<file path="src/rtl/width_12to8.sv">
// 12-bit word to 8-bit byte packer, MSB-first, valid/ready on both sides with a registered output.
// Optional residue flush: define WIDTH_12TO8_FLUSH_EN to add the flush input.
module width_12to8 #(
    parameter logic [3:0] PAD_NIBBLE = 4'h0
) (
    input  logic        clk,
    input  logic        rst_n,
    input  logic [11:0] data_in,
    input  logic        valid_in,
    output logic        ready_in,
    output logic [7:0]  data_out,
    output logic        valid_out,
    input  logic        ready_out
`ifdef WIDTH_12TO8_FLUSH_EN
    ,
    input  logic        flush
`endif
);

    typedef enum logic [1:0] {
        P0 = 2'd0,
        P4 = 2'd1,
        P8 = 2'd2
    } phase_e;

    phase_e      phase_q, phase_d;
    logic [7:0]  res_q, res_d;
    logic [7:0]  dout_q, dout_d;
    logic        vout_q, vout_d;
    logic        out_free;
    logic        in_xfer;
    logic        flush_take;

    assign out_free = !vout_q || ready_out;

`ifdef WIDTH_12TO8_FLUSH_EN
    assign flush_take = (phase_q == P4) && flush && out_free;
`else
    assign flush_take = 1'b0;
`endif

    // A flush in P4 blocks input for that cycle so the residue leaves first.
    assign ready_in  = (phase_q != P8) && out_free && !flush_take;
    assign in_xfer   = valid_in && ready_in;
    assign data_out  = dout_q;
    assign valid_out = vout_q;

    always_comb begin
        phase_d = phase_q;
        res_d   = res_q;
        dout_d  = dout_q;
        vout_d  = vout_q;
        if (out_free) begin
            vout_d = 1'b0;
            unique case (phase_q)
                P0: begin
                    if (in_xfer) begin
                        dout_d  = data_in[11:4];
                        vout_d  = 1'b1;
                        // Upper residue nibble is dead in P4; filled only to keep it defined.
                        res_d   = {PAD_NIBBLE, data_in[3:0]};
                        phase_d = P4;
                    end
                end
                P4: begin
                    if (flush_take) begin
                        dout_d  = {res_q[3:0], PAD_NIBBLE};
                        vout_d  = 1'b1;
                        phase_d = P0;
                    end else if (in_xfer) begin
                        dout_d  = {res_q[3:0], data_in[11:8]};
                        vout_d  = 1'b1;
                        res_d   = data_in[7:0];
                        phase_d = P8;
                    end
                end
                P8: begin
                    dout_d  = res_q;
                    vout_d  = 1'b1;
                    phase_d = P0;
                end
                default: begin
                    phase_d = P0;
                end
            endcase
        end
    end

    always_ff @(posedge clk or negedge rst_n) begin
        if (!rst_n) begin
            phase_q <= P0;
            res_q   <= '0;
            dout_q  <= '0;
            vout_q  <= 1'b0;
        end else begin
            phase_q <= phase_d;
            res_q   <= res_d;
            dout_q  <= dout_d;
            vout_q  <= vout_d;
        end
    end

endmodule
</file>
<file path="config.mk">
export PLATFORM = sky130hd
export DESIGN_NAME = width_12to8
export DESIGN_NICKNAME = d
export VERILOG_FILES = /design/src/rtl/width_12to8.sv
export SDC_FILE = /design/constraint.sdc
export NUM_CORES = 1
export LEC_CHECK = 0
export BUFFER_PORTS_ARGS = -buffer_cell sky130_fd_sc_hd__buf_2
export CAP_MARGIN = 20
export CORE_MARGIN = 2
export CORE_UTILIZATION = 48
export CTS_CLUSTER_DIAMETER = 150
export DETAILED_ROUTE_END_ITERATION = 16
export PLACE_DENSITY = 0.75
export SLEW_MARGIN = 20
export SYNTH_ARGS = -nofsm -noshare
export SYNTH_HDL_FRONTEND = slang
export SYNTH_SLANG_ARGS = --single-unit
</file>
<file path="constraint.sdc">
create_clock -name clk -period 1.5 [get_ports clk]
set_input_delay 0.15 -clock clk [delete_from_list [all_inputs] [get_ports clk]]
set_output_delay 0.15 -clock clk [all_outputs]
set_load 0.01 [all_outputs]
</file>
* Yosys cells after proc, flatten, opt, wreduce, memory -nomap -nowiden
Cells that the tools add are included.
** Storage, ports and cells
- Bits of input ports :: 16
- Memories kept :: 0
- ROM bits :: 0
- RAM bits :: 0
- Register bits :: 19
- Bits in latches :: 0
** Operators by class
- Eq/ne operators :: 5
- Reduce and logical (&&, ||, !) cells :: 11
- Mux-type cells :: 11
- Shift operators :: 0
- Add/sub/neg operators :: 0
- Bitwise logic cells :: 0
- $mul :: 0
- Magnitude comparators :: 0
- Divide/modulo/power cells :: 0
** Operators by type and width (number)
- 8-bit two-way mux :: 4
- 8-bit one-hot mux with 3 select lines :: 1
- 8-bit one-hot mux with 2 select lines :: 1
- 4-bit AND reduction :: 2
- 2-bit inequality test (second input constant) :: 3
- 2-bit two-way mux :: 2
- 2-bit one-hot mux with 2 select lines :: 1
- 3-bit AND reduction :: 1
- 3-bit nonzero test :: 1
- 2-bit by 1-bit == test with 1-bit output (second input constant) :: 1
- 2-bit == test (second input constant) :: 1
- 1-bit logical AND :: 2
- 2-bit logical NOT :: 1
- 1-bit one-hot mux with 2 select lines :: 1
- 2-bit nonzero test :: 1
- 2-bit OR reduction :: 1
- 1-bit logical NOT :: 1
- 1-bit logical OR :: 1
- 1-bit two-way mux :: 1

* Logic depth before layout (Yosys ltp)
Gate-level depths: netlist (run 1).
- Word-level depth :: 6
- Depth in mapped cells :: 7

* Worst setup path before layout (run 1)
No wires, ideal clock.
- Path type :: reg-to-reg
- Start point :: reg phase_q[0]
- End point :: reg res_q[4]
- Stages on the path, launching flop included :: 7
- Library setup time :: 0.122 ns
- Arrival :: 1.530 ns
- Path slack :: -0.152 ns
- Clock period less this slack :: 1.652 ns
- Path buffers :: 1
- Cell sequence :: dfrtp_1 > inv_1 > ha_1 > buf_6 > nand2b_4 > or3_4 > a32o_1
** Between the ends
- Longest elaborated chain between the ends :: 5
- Elaborated cells on any way between the ends :: 10
- Classes of those cells :: eq/ne: 4; mux: 1; reduce/logical: 5
** Ends and longest elaborated chain
- start: declaration :: RTL line 26 : phase_e phase_q, phase_d;
- start signal: assignment :: RTL line 96 : phase_q <= phase_d;
- 2-bit inequality test :: RTL line 43 : assign ready_in = (phase_q != P8) && out_free && !flush_take;
- 1-bit logical AND :: RTL line 43
- 1-bit logical AND :: RTL line 44 : assign in_xfer = valid_in && ready_in;
- 2-bit inequality test (no source line)
- 4-bit AND reduction (no source line)
- end signal: assignment :: RTL line 97 : res_q <= res_d;
- end: declaration :: RTL line 27 : logic [7:0] res_q, res_d;
Several ways; a longest one is shown, not always the timed one.
A chain may end at the register's enable or synchronous reset.

* Worst setup path after layout (run 1)
- Start point :: reg phase_q[0]
- End point :: reg dout_q[6], in the netlist data_out[6]
** Between the ends
- Longest elaborated chain between the ends :: 5
- Elaborated cells on any way between the ends :: 11
- Classes of those cells :: eq/ne: 5; mux: 1; reduce/logical: 5
** Ends and longest elaborated chain
- 2-bit inequality test :: RTL line 43
- 1-bit logical AND :: RTL line 43
- 1-bit logical AND :: RTL line 44
- 2-bit inequality test (no source line)
- 4-bit AND reduction (no source line)
- end signal: assignment :: RTL line 98 : dout_q <= dout_d;
- end: declaration :: RTL line 28 : logic [7:0] dout_q, dout_d;
Several ways; a longest one is shown, not always the timed one.

==> impl_metrics.json, run 1 <==
{
  "status": "complete, but fails checks",
  "violations": "negative setup slack",
  "synth-warning-count": 0,
  "dieArea_sq_mm": 0.00288,
  "place_congestion": 0.758,
  "grt_max_degree": 20,
  "cts.sinks": 19,
  "grt_antenna_before_repair": 0,
  "start_kind": "flop",
  "finalHoldViolCount": 0,
  "synth_ff_type": "dfrtp_1",
  "drtPass1Iterations": 4,
  "holdPathStages": 2,
  "synth_fa_ha_area_share_pct": 5.27,
  "timing.rr.start": "phase_q[0]",
  "numPortBuffers": 25,
  "fin_crit_sh_pct": 110,
  "vias": 1118,
  "final_util_pct": 69.1,
  "whs_endpoint": "res_q[2]",
  "hold_path.class": "in2reg",
  "htreeDepth": 1,
  "p_clk_share_pct": 6.4,
  "drtIter0Drc": 55,
  "drcViolationCount": 0,
  "setup_slack_ns": -0.146,
  "postSynthAreaPerCell_sq_um": 11.0,
  "leakage_nw": 0.746,
  "worstMarginPinSlew_ns": 0.419,
  "p_sw_share_pct": 41.9,
  "synth_seq_area_share_pct": 40.1,
  "rrSetupSlack_ns": -0.15,
  "crit_path_end_kind": "flop",
  "r2r-end": "data_out[6]",
  "skew_ns": 0.0114,
  "reg2reg_depth": 6,
  "cts.clk_slew.worst_paths_ns": 0.12,
  "min_period_ns": 1.65,
  "cts_inserted_buffers": 3,
  "clock_path_buffers": 2,
  "cap_violations": 0,
  "overflow": 0,
  "path_class": "reg2reg",
  "grt_usage_pct": 24.1,
  "critPathMaxFanout": 8,
  "place_ws_ns": -0.169,
  "die_x_um": 53.7,
  "drt.antenna.violating_nets": 0,
  "synth-edff-count": 0,
  "hold_start": "data_in[2]",
  "fmax_mhz": 608,
  "row_count": 18,
  "p_per_area_mw_per_mm2": 2580,
  "syn-instance-count": 108,
  "p_comb_share_pct": 69.2,
  "cp.required_ns": 1.71,
  "nNetsFinal": 171,
  "syn_to_final_growth_pct": 40.4,
  "clkLatencyLatePin_ns": 0.31,
  "synth_simple_gate_area_share_pct": 9.07,
  "synth-seq-cells": 19,
  "synth_xor_area_share_pct": 0,
  "power_mw": 4.29,
  "synth.distinct_cells": 24,
  "arrival_ns": 1.85,
  "rsz0062_at_grt": "yes",
  "wl_mm": 3.39,
  "slew_violations": 0,
  "irDropWorstVdd_uv": 1840,
  "place_inst": 163,
  "initial_core_util_pct": 49.2,
  "ioPinCount": 26,
  "n_antenna_cell": 0,
  "synth_top_family_by_area": "compound AO/OA/AOI/OAI gates",
  "cts_tree": "yes",
  "timing.setup.tns_ns": -1.38,
  "slew_headroom_pct": 72.1,
  "synth_area_sq_mm": 0.00119,
  "p_seq_share_pct": 24.5,
  "cts-root-buf": "clkbuf_4",
  "wl_per_cell_um": 18.9,
  "grt_pass1_vias": 1062,
  "crit_path_start": "phase_q[0]",
  "ys_async_sr_fraction_pct": 100,
  "syn-num-nets": 129,
  "setup_viol": 19,
  "power.switching_mw": 1.80,
  "die_h_um": 53.7,
  "synth_compound_area_share_pct": 29.1,
  "intPower_mw": 2.49,
  "place_hpwl_mm": 2.00,
  "core_area_sq_mm": 0.00241,
  "synthMuxAreaShare_pct": 6.33,
  "vias_per_cell": 6.25,
  "finalNonFillerCells": 179,
  "grt_pass1_wl_mm": 4.97,
  "drive_gt1_share_pct": 55.7
}
routing by layer:
metal | share of wire [%] | track usage (%)
met1 | 43 | 32.3
met2 | 49 | 40.2
met3 | 6.6 | 3.61
met4 | 1.3 | 6.41
met5 | 0 | 0
power groups by stage:
stage	clock (mW)	combinational, mW	sequential, mW
floorplan	0	1.58	1.02
global placement	0	2.04	0.983
detailed placement	0	2.12	1.00
CTS	0.270	2.78	1.03
global route	0.289	3.14	1.08
finish	0.273	2.97	1.05
critical path, cell delays in order, from the launching register on:
cell	delay (ns)
dfrtp_2	0.47
buf_12	0.14
ha_4	0.16
nor2_4	0.19
buf_4	0.22
o2111ai_1	0.18
o221a_2	0.18
what timing repair did:
action                     in CTS  in global routing
pin swaps                       4                  3
setup buffers                   7                  2
hold endpoints to repair       19                  0
setup endpoints to repair      19                 19
gates cloned                    1                  1
resized for setup              29                  3
hold buffers                    1                  0
worst max-delay path by stage:
| stage | endpoint | slack (ns) |
|---|---|---|
| floorplan | res_q[4] | -0.1 |
| global placement | data_out[6] | -0.14 |
| detailed placement | data_out[6] | -0.17 |
| CTS | res_q[1] | -0.05 |
| global route | data_out[6] | -0.18 |
| finish | data_out[6] | -0.15 |
through the flow:
stage / hold WS (ns) / cell area, sq um
after global placement: 0.107 / 1370
after global routing: 0.0708 / 1670
after CTS: 0.0748 / 1630
final: 0.0697 / 1670
after floorplan: -0.146 / 1210
after detailed placement: 0.107 / 1370
state kept, by name, indices dropped and copies added, names as in the netlist:
signal and flops:
res_q 8, phase_q 2, data_out 8, valid_out 1
synthesized netlist by cell type (2+ instances only):
| cell | n | area [sq um] |
|---|---|---|
| a22oi_1 | 8 | 60.1 |
| a32o_1 | 4 | 40.0 |
| a41oi_1 | 8 | 70.1 |
| buf_2 | 3 | 15.0 |
| buf_4 | 3 | 22.5 |
| buf_6 | 3 | 33.8 |
| clkbuf_1 | 3 | 11.3 |
| dfrtp_1 | 19 | 475 |
| ha_1 | 5 | 62.6 |
| inv_1 | 10 | 37.5 |
| mux2_2 | 4 | 45.0 |
| mux2_4 | 2 | 30.0 |
| nor2_1 | 10 | 37.5 |
| nor2b_1 | 2 | 12.5 |
| o2111ai_1 | 8 | 70.1 |
| o221a_2 | 8 | 90.1 |
cells in the final DEF (no fill, tap or decap):
master | netlist | layout
nor2b_4 | 0 | 1
buf_4 | 3 | 16
nor2b_1 | 2 | 1
nor2_4 | 0 | 1
a41oi_1 | 8 | 8
o2111ai_2 | 0 | 2
nand2_1 | 1 | 1
o221a_2 | 8 | 2
nor2_1 | 10 | 10
ha_1 | 5 | 2
a32o_1 | 4 | 4
o2111ai_1 | 8 | 6
a22oi_2 | 0 | 4
o21a_4 | 0 | 1
o211ai_1 | 1 | 1
inv_2 | 0 | 1
clkbuf_1 | 3 | 1
clkbuf_4 | 0 | 3
buf_6 | 3 | 5
or3_4 | 1 | 1
buf_12 | 0 | 1
dfrtp_1 | 19 | 18
dfrtp_2 | 0 | 1
inv_1 | 10 | 8
ha_4 | 0 | 3
dlygate4sd3_1 | 0 | 1
buf_2 | 3 | 26
nand2b_4 | 1 | 1
inv_4 | 0 | 1
a22oi_1 | 8 | 4
o221a_4 | 0 | 6
mux2_4 | 2 | 6
nand2b_1 | 1 | 1
nor3_4 | 1 | 1
layout make-up:
cell class / instances / area, sq um
Clock buffer: 4 / 26.3
Multi-Input combinational cell: 67 / 748
Inverter: 10 / 40.0
Sequential cell: 19 / 477
Tap cell: 30 / 37.5
Fill cell: 163 / 744
Timing Repair Buffer: 49 / 337
cells by family (layout without fill, tap and decap cells):
logic type | after synthesis | in the layout
adder cells (fa/ha/maj) | 5 | 5
flip-flops | 19 | 19
buffers and inverters | 22 | 63
AND/OR/NAND/NOR | 18 | 18
multiplexers | 6 | 6
AO/OA/AOI/OAI | 38 | 38
Power figures use the tool's default switching activity.
==> inputs of run 2 (changes only) <==
- CELL_PAD_IN_SITES_DETAIL_PLACEMENT: default -> 1
- CELL_PAD_IN_SITES_GLOBAL_PLACEMENT: default -> 1
- CORE_UTILIZATION: 48 -> 37
- PLACE_DENSITY: 0.75 -> default
- PLACE_DENSITY_LB_ADDON: default -> 0.1
==> impl_metrics.json, run 2 (same netlist as run 1, synthesis figures left out) <==
{
  "design_area_sq_mm": 0.00182,
  "grt_max_degree": 20,
  "violations": "negative setup slack",
  "setup_viol": 18,
  "die_h_um": 60.6,
  "start_kind": "flop",
  "final_cell_mix": "buf_2 (25), dfrtp_1 (19), buf_4 (12)",
  "cts_tree": "yes",
  "grt_usage_pct": 22.1,
  "irDropWorstVdd_uv": 1910,
  "drt.antenna.violating_nets": 0,
  "die_x_um": 60.6,
  "ioPinCount": 26,
  "vias_per_cell": 5.80,
  "crit_path_end_kind": "flop",
  "slowest_stage": "dfrtp_1",
  "critPathMaxFanout": 4,
  "numPortBuffers": 25,
  "slew_headroom_pct": 69.4,
  "setup_slack_ns": -0.101,
  "postPlaceCellArea_sq_mm": 0.00139,
  "final_common_cell": "buf_2",
  "dr_wl_met3_um": 120,
  "cts.clk_slew.worst_paths_ns": 0.12,
  "top_layer_used": "met4",
  "slew_violations": 0,
  "initial_core_util_pct": 38.9,
  "row_count": 20,
  "drcViolationCount": 0,
  "p_per_area_mw_per_mm2": 2600,
  "cp.required_ns": 1.71,
  "max_stage_delay_ns": 0.43,
  "clkLatencyLatePin_ns": 0.31,
  "grt_pass1_wl_mm": 5.79,
  "skew_ns": 0.00440,
  "dieArea_sq_mm": 0.00367,
  "drtIter0Drc": 34,
  "arrival_ns": 1.81,
  "htreeDepth": 1,
  "wl_per_cell_um": 19.6,
  "cts-root-buf": "clkbuf_4",
  "nNetsFinal": 169,
  "clock_path_buffers": 2,
  "fin_crit_sh_pct": 107,
  "fmax_mhz": 625,
  "syn_to_final_growth_pct": 53.4,
  "dr_wl_met2_mm": 1.81,
  "vias": 1107,
  "wl_mm": 3.75,
  "cts.sinks": 19,
  "leakage_nw": 0.755,
  "grt_antenna_before_repair": 0,
  "path_class": "reg2reg",
  "cap_violations": 0,
  "drtPass1Iterations": 4,
  "place_hpwl_mm": 2.25,
  "finalHoldViolCount": 0,
  "grt_pass1_vias": 1133,
  "overflow": 0,
  "n_antenna_cell": 0,
  "status": "complete, but fails checks",
  "crit_chain": "inv_2 > ha_4 > nor2_4 > buf_6 > nor3_4 > mux2_4",
  "worstMarginPinSlew_ns": 0.459,
  "min_period_ns": 1.60,
  "drive_gt1_share_pct": 64.6,
  "cts_inserted_buffers": 3,
  "nFillCells": 317,
  "place_congestion": 0.719,
  "rsz0062_at_grt": "yes",
  "hold_ws_ns": 0.0609,
  "core_area_sq_mm": 0.00305,
  "drt-met1-wl_mm": 1.77,
  "hold_path.class": "in2reg"
}
-- run 2: cell count changes in the layout (fill, tap and decap cells not counted), moves of 3 or more --
cell / previous run / this run
a22oi_1: 4 / 1
a22oi_2: 4 / 7
a41oi_1: 8 / 0
a41oi_2: 0 / 8
buf_4: 16 / 12
o2111ai_1: 6 / 2
o2111ai_4: 0 / 3
-- run 2: routing by layer --
| layer | track usage [%] | up-vias |
|---|---|---|
| li1 | - | 496 |
| met1 | 29.8 | 583 |
| met2 | 36.4 | 23 |
| met3 | 2.99 | 5 |
| met4 | 7.45 | 0 |
| met5 | 0 | - |
-- run 2: what timing repair did --
action | CTS | global route
setup endpoints to repair | 18 | 19
gates cloned | 1 | 0
endpoints found under the hold margin | 19 | 0
pin swaps | 8 | 21
buffers inserted | 5 | 3
hold buffers | 1 | 0
resized for setup | 43 | 12
-- run 2: layout make-up --
type / count / area [sq um] / share of cell area (%)
flip-flops and latches: 19 / 475 / 26.1
well taps: 44 / 55.1 / 3.03
clock buffers: 4 / 26.3 / 1.44
inverters: 10 / 37.5 / 2.06
multi-input cells: 67 / 891 / 49.0
repair buffers: 47 / 334 / 18.4
-- run 2: report_power, final --
part | switching, mW | internal, mW
Clock | 0.180 | 0.104
Combinational | 1.62 | 1.80
Sequential | 0.254 | 0.785
-- run 2: worst paths after layout --
kind,start,endpoint,slack [ns],cells past startpoint
worst max-delay path,phase_q[0],res_q[2],-0.10,6
worst min-delay path,data_in[3],res_q[3],0.06,2
worst max register to register,phase_q[0],res_q[2],-0.10,6
worst min register to register,res_q[6],res_q[6],0.52,1
max in group asynchronous,rst_n,res_q[3],0.87,2
min in group asynchronous,rst_n,data_out[7],0.31,2
-- run 2: worst max-delay path: cells and delay by family, from the launching register on --
family / cells / cell delay (ns)
fa+ha+maj: 1 / 0.16
mux: 1 / 0.34
buf+inv: 2 / 0.24
simple gates: 2 / 0.34
flops: 1 / 0.43
-- run 2: per-stage QoR --
| step | utilization, % | setup WS (ns) | instances | setup TNS [ns] | power (mW) |
|---|---|---|---|---|---|
| after floorplan | - | -0.0987 | 108 | -1.11 | 2.60 |
| after global placement | 45.5 | -0.0969 | 177 | -1.28 | 3.15 |
| after detailed placement | 45.5 | -0.142 | 177 | -1.98 | 3.23 |
| after CTS | 56.4 | -0.0955 | 188 | -0.719 | 4.44 |
| after global routing | 59.6 | -0.165 | 191 | -2.20 | 5.03 |
| final | 59.6 | -0.101 | 191 | -1.10 | 4.74 |
==> inputs of run 3 (changes only) <==
- CAP_MARGIN: 20 -> default
- RECOVER_POWER: default -> 50
- clock period: 1.5 -> 1.4 ns (I/O delays scaled with it)
==> impl_metrics.json, run 3 (same netlist as run 1, synthesis figures left out) <==
{
  "place_inst": 177,
  "slew_violations": 0,
  "min_period_ns": 1.57,
  "crit_end": "res_q[7]",
  "vias": 1114,
  "clock_path_buffers": 2,
  "fmax_mhz": 636,
  "setup_slack_ns": -0.173,
  "row_count": 20,
  "status": "complete, but fails checks",
  "nFillCells": 343,
  "rsz0062_at_grt": "yes",
  "drive_gt1_share_pct": 63.4,
  "cts.clk_slew.worst_paths_ns": 0.13,
  "power.switching_mw": 2.08,
  "cts_inserted_buffers": 3,
  "p_seq_share_pct": 23.3,
  "dr_wl_met2_mm": 1.91,
  "nNetsFinal": 167,
  "critPathMaxFanout": 4,
  "cts_tree": "yes",
  "crit_path_end_kind": "flop",
  "rrSetupSlack_ns": -0.17,
  "ioPinCount": 26,
  "htreeDepth": 1,
  "numPortBuffers": 25,
  "drt.antenna.violating_nets": 0,
  "drtIter0Drc": 46,
  "die_h_um": 60.6,
  "finalHoldViolCount": 0,
  "p_clk_share_pct": 6.4,
  "violations": "negative setup slack",
  "grt_usage_pct": 20.5,
  "drtPass1Iterations": 4,
  "design_area_sq_mm": 0.00174,
  "arrival_ns": 1.79,
  "p_sw_share_pct": 43.0,
  "drt-met1-wl_mm": 1.56,
  "drcViolationCount": 0,
  "setup_viol": 19,
  "grt_pass1_wl_mm": 5.44,
  "cts-root-buf": "clkbuf_4",
  "fin_crit_sh_pct": 112,
  "vias_per_cell": 5.89,
  "slew_headroom_pct": 65.5,
  "overflow": 0,
  "path_class": "reg2reg",
  "wl_mm": 3.73,
  "syn_to_final_growth_pct": 46.8,
  "p_comb_share_pct": 70.3,
  "cap_violations": 0,
  "clkLatencyLatePin_ns": 0.32,
  "crit_path_start": "phase_q[1]",
  "p_per_area_mw_per_mm2": 2770,
  "initial_core_util_pct": 38.9,
  "hold_path.class": "in2reg",
  "cp.required_ns": 1.61,
  "r2r-end": "res_q[7]",
  "final_common_cell": "buf_2",
  "n_antenna_cell": 0,
  "core_area_sq_mm": 0.00305,
  "die_x_um": 60.6,
  "dr_wl_met3_um": 216,
  "worstMarginPinSlew_ns": 0.518,
  "postPlaceCellArea_sq_mm": 0.00140,
  "intPower_mw": 2.75,
  "reg2reg_depth": 6,
  "grt_max_degree": 20,
  "finalNonFillerCells": 189,
  "wl_per_cell_um": 19.7,
  "leakage_nw": 0.731,
  "place_congestion": 0.725,
  "dieArea_sq_mm": 0.00367,
  "irDropWorstVdd_uv": 1310,
  "final_cell_mix": "buf_2 (24), dfrtp_1 (18), buf_4 (13)",
  "place_hpwl_mm": 2.30,
  "skew_ns": 0.00510,
  "cts.sinks": 19,
  "grt_pass1_vias": 1059,
  "timing.rr.start": "phase_q[1]",
  "grt_antenna_before_repair": 0,
  "top_layer_used": "met4",
  "start_kind": "flop"
}
==> run 3: cell count changes in the layout (fill, tap and decap cells not counted), sizes merged <==
| cell | before | now |
|---|---|---|
| buf | 46 | 43 |
| clkinv | 0 | 1 |
==> run 3: worst max-delay path: stages, from the launching register on <==
cell and delay (ns):
dfrtp_2 0.47, inv_4 0.10, ha_4 0.15, nor2_4 0.06, buf_12 0.12, or3_4 0.35
a32o_1 0.22
==> run 3: per-stage QoR <==
stage	setup TNS [ns]	utilization, %	total power [mW]	worst slack, ns	hold WS [ns]
3_5_place_dp	-4.35	45.9	3.53	-0.288	0.120
6_report	-2.55	57.0	4.83	-0.173	0.0459
4_1_cts	-2.69	50.4	4.09	-0.176	0.0444
5_1_grt	-3.50	57.0	5.11	-0.224	0.0368
3_3_place_gp	-3.57	45.9	3.43	-0.265	0.115
2_1_floorplan	-2.91	-	2.79	-0.199	-0.156
==> run 3: worst min path at each step <==
stage                     from          end  slack [ns]  depth (start not counted)
CTS                 data_in[3]     res_q[3]        0.04                          2
global placement         rst_n  data_out[6]        0.12                          1
detailed placement       rst_n  data_out[2]        0.12                          1
floorplan                rst_n  data_out[0]       -0.16                          0
global route        data_in[2]     res_q[2]        0.04                          2
finish              data_in[3]     res_q[3]        0.05                          2
==> run 3: area by class of cell <==
class                           instances  area, sq um  share of cell area (%)
Timing Repair Buffer                   45          317                    18.2
Clock buffer                            3         22.5                    1.29
Multi-Input combinational cell         67          826                    47.4
Inverter                               10         40.0                    2.30
Sequential cell                        19          477                    27.4
Clock inverter                          1         5.00                   0.287
Tap cell                               44         55.1                    3.16
==> run 3: per-layer routing <==
layer	vias up	GRT usage, %
met3	4	2.35
met2	45	33.3
met5	-	0
met4	0	6.83
li1	496	-
met1	569	28.3
==> run 3: what timing repair did <==
| item | 4_1_cts | 5_1_grt |
|---|---|---|
| endpoints found under the setup margin | 19 | 19 |
| cloned | 1 | 0 |
| hold endpoints to repair | 19 | 0 |
| gates resized for setup | 13 | 31 |
| pin swaps | 3 | 19 |
| buffers inserted | 5 | 1 |
| hold buffers | 1 | 0 |
==> run 3: power groups by stage <==
stage          logic (mW)  registers, mW  clock network [mW]
2_1_floorplan        1.70           1.09                   0
3_3_place_gp         2.38           1.05                   0
3_5_place_dp         2.45           1.08                   0
4_1_cts              2.71           1.06               0.312
5_1_grt              3.61           1.16               0.348
6_report             3.40           1.12               0.309
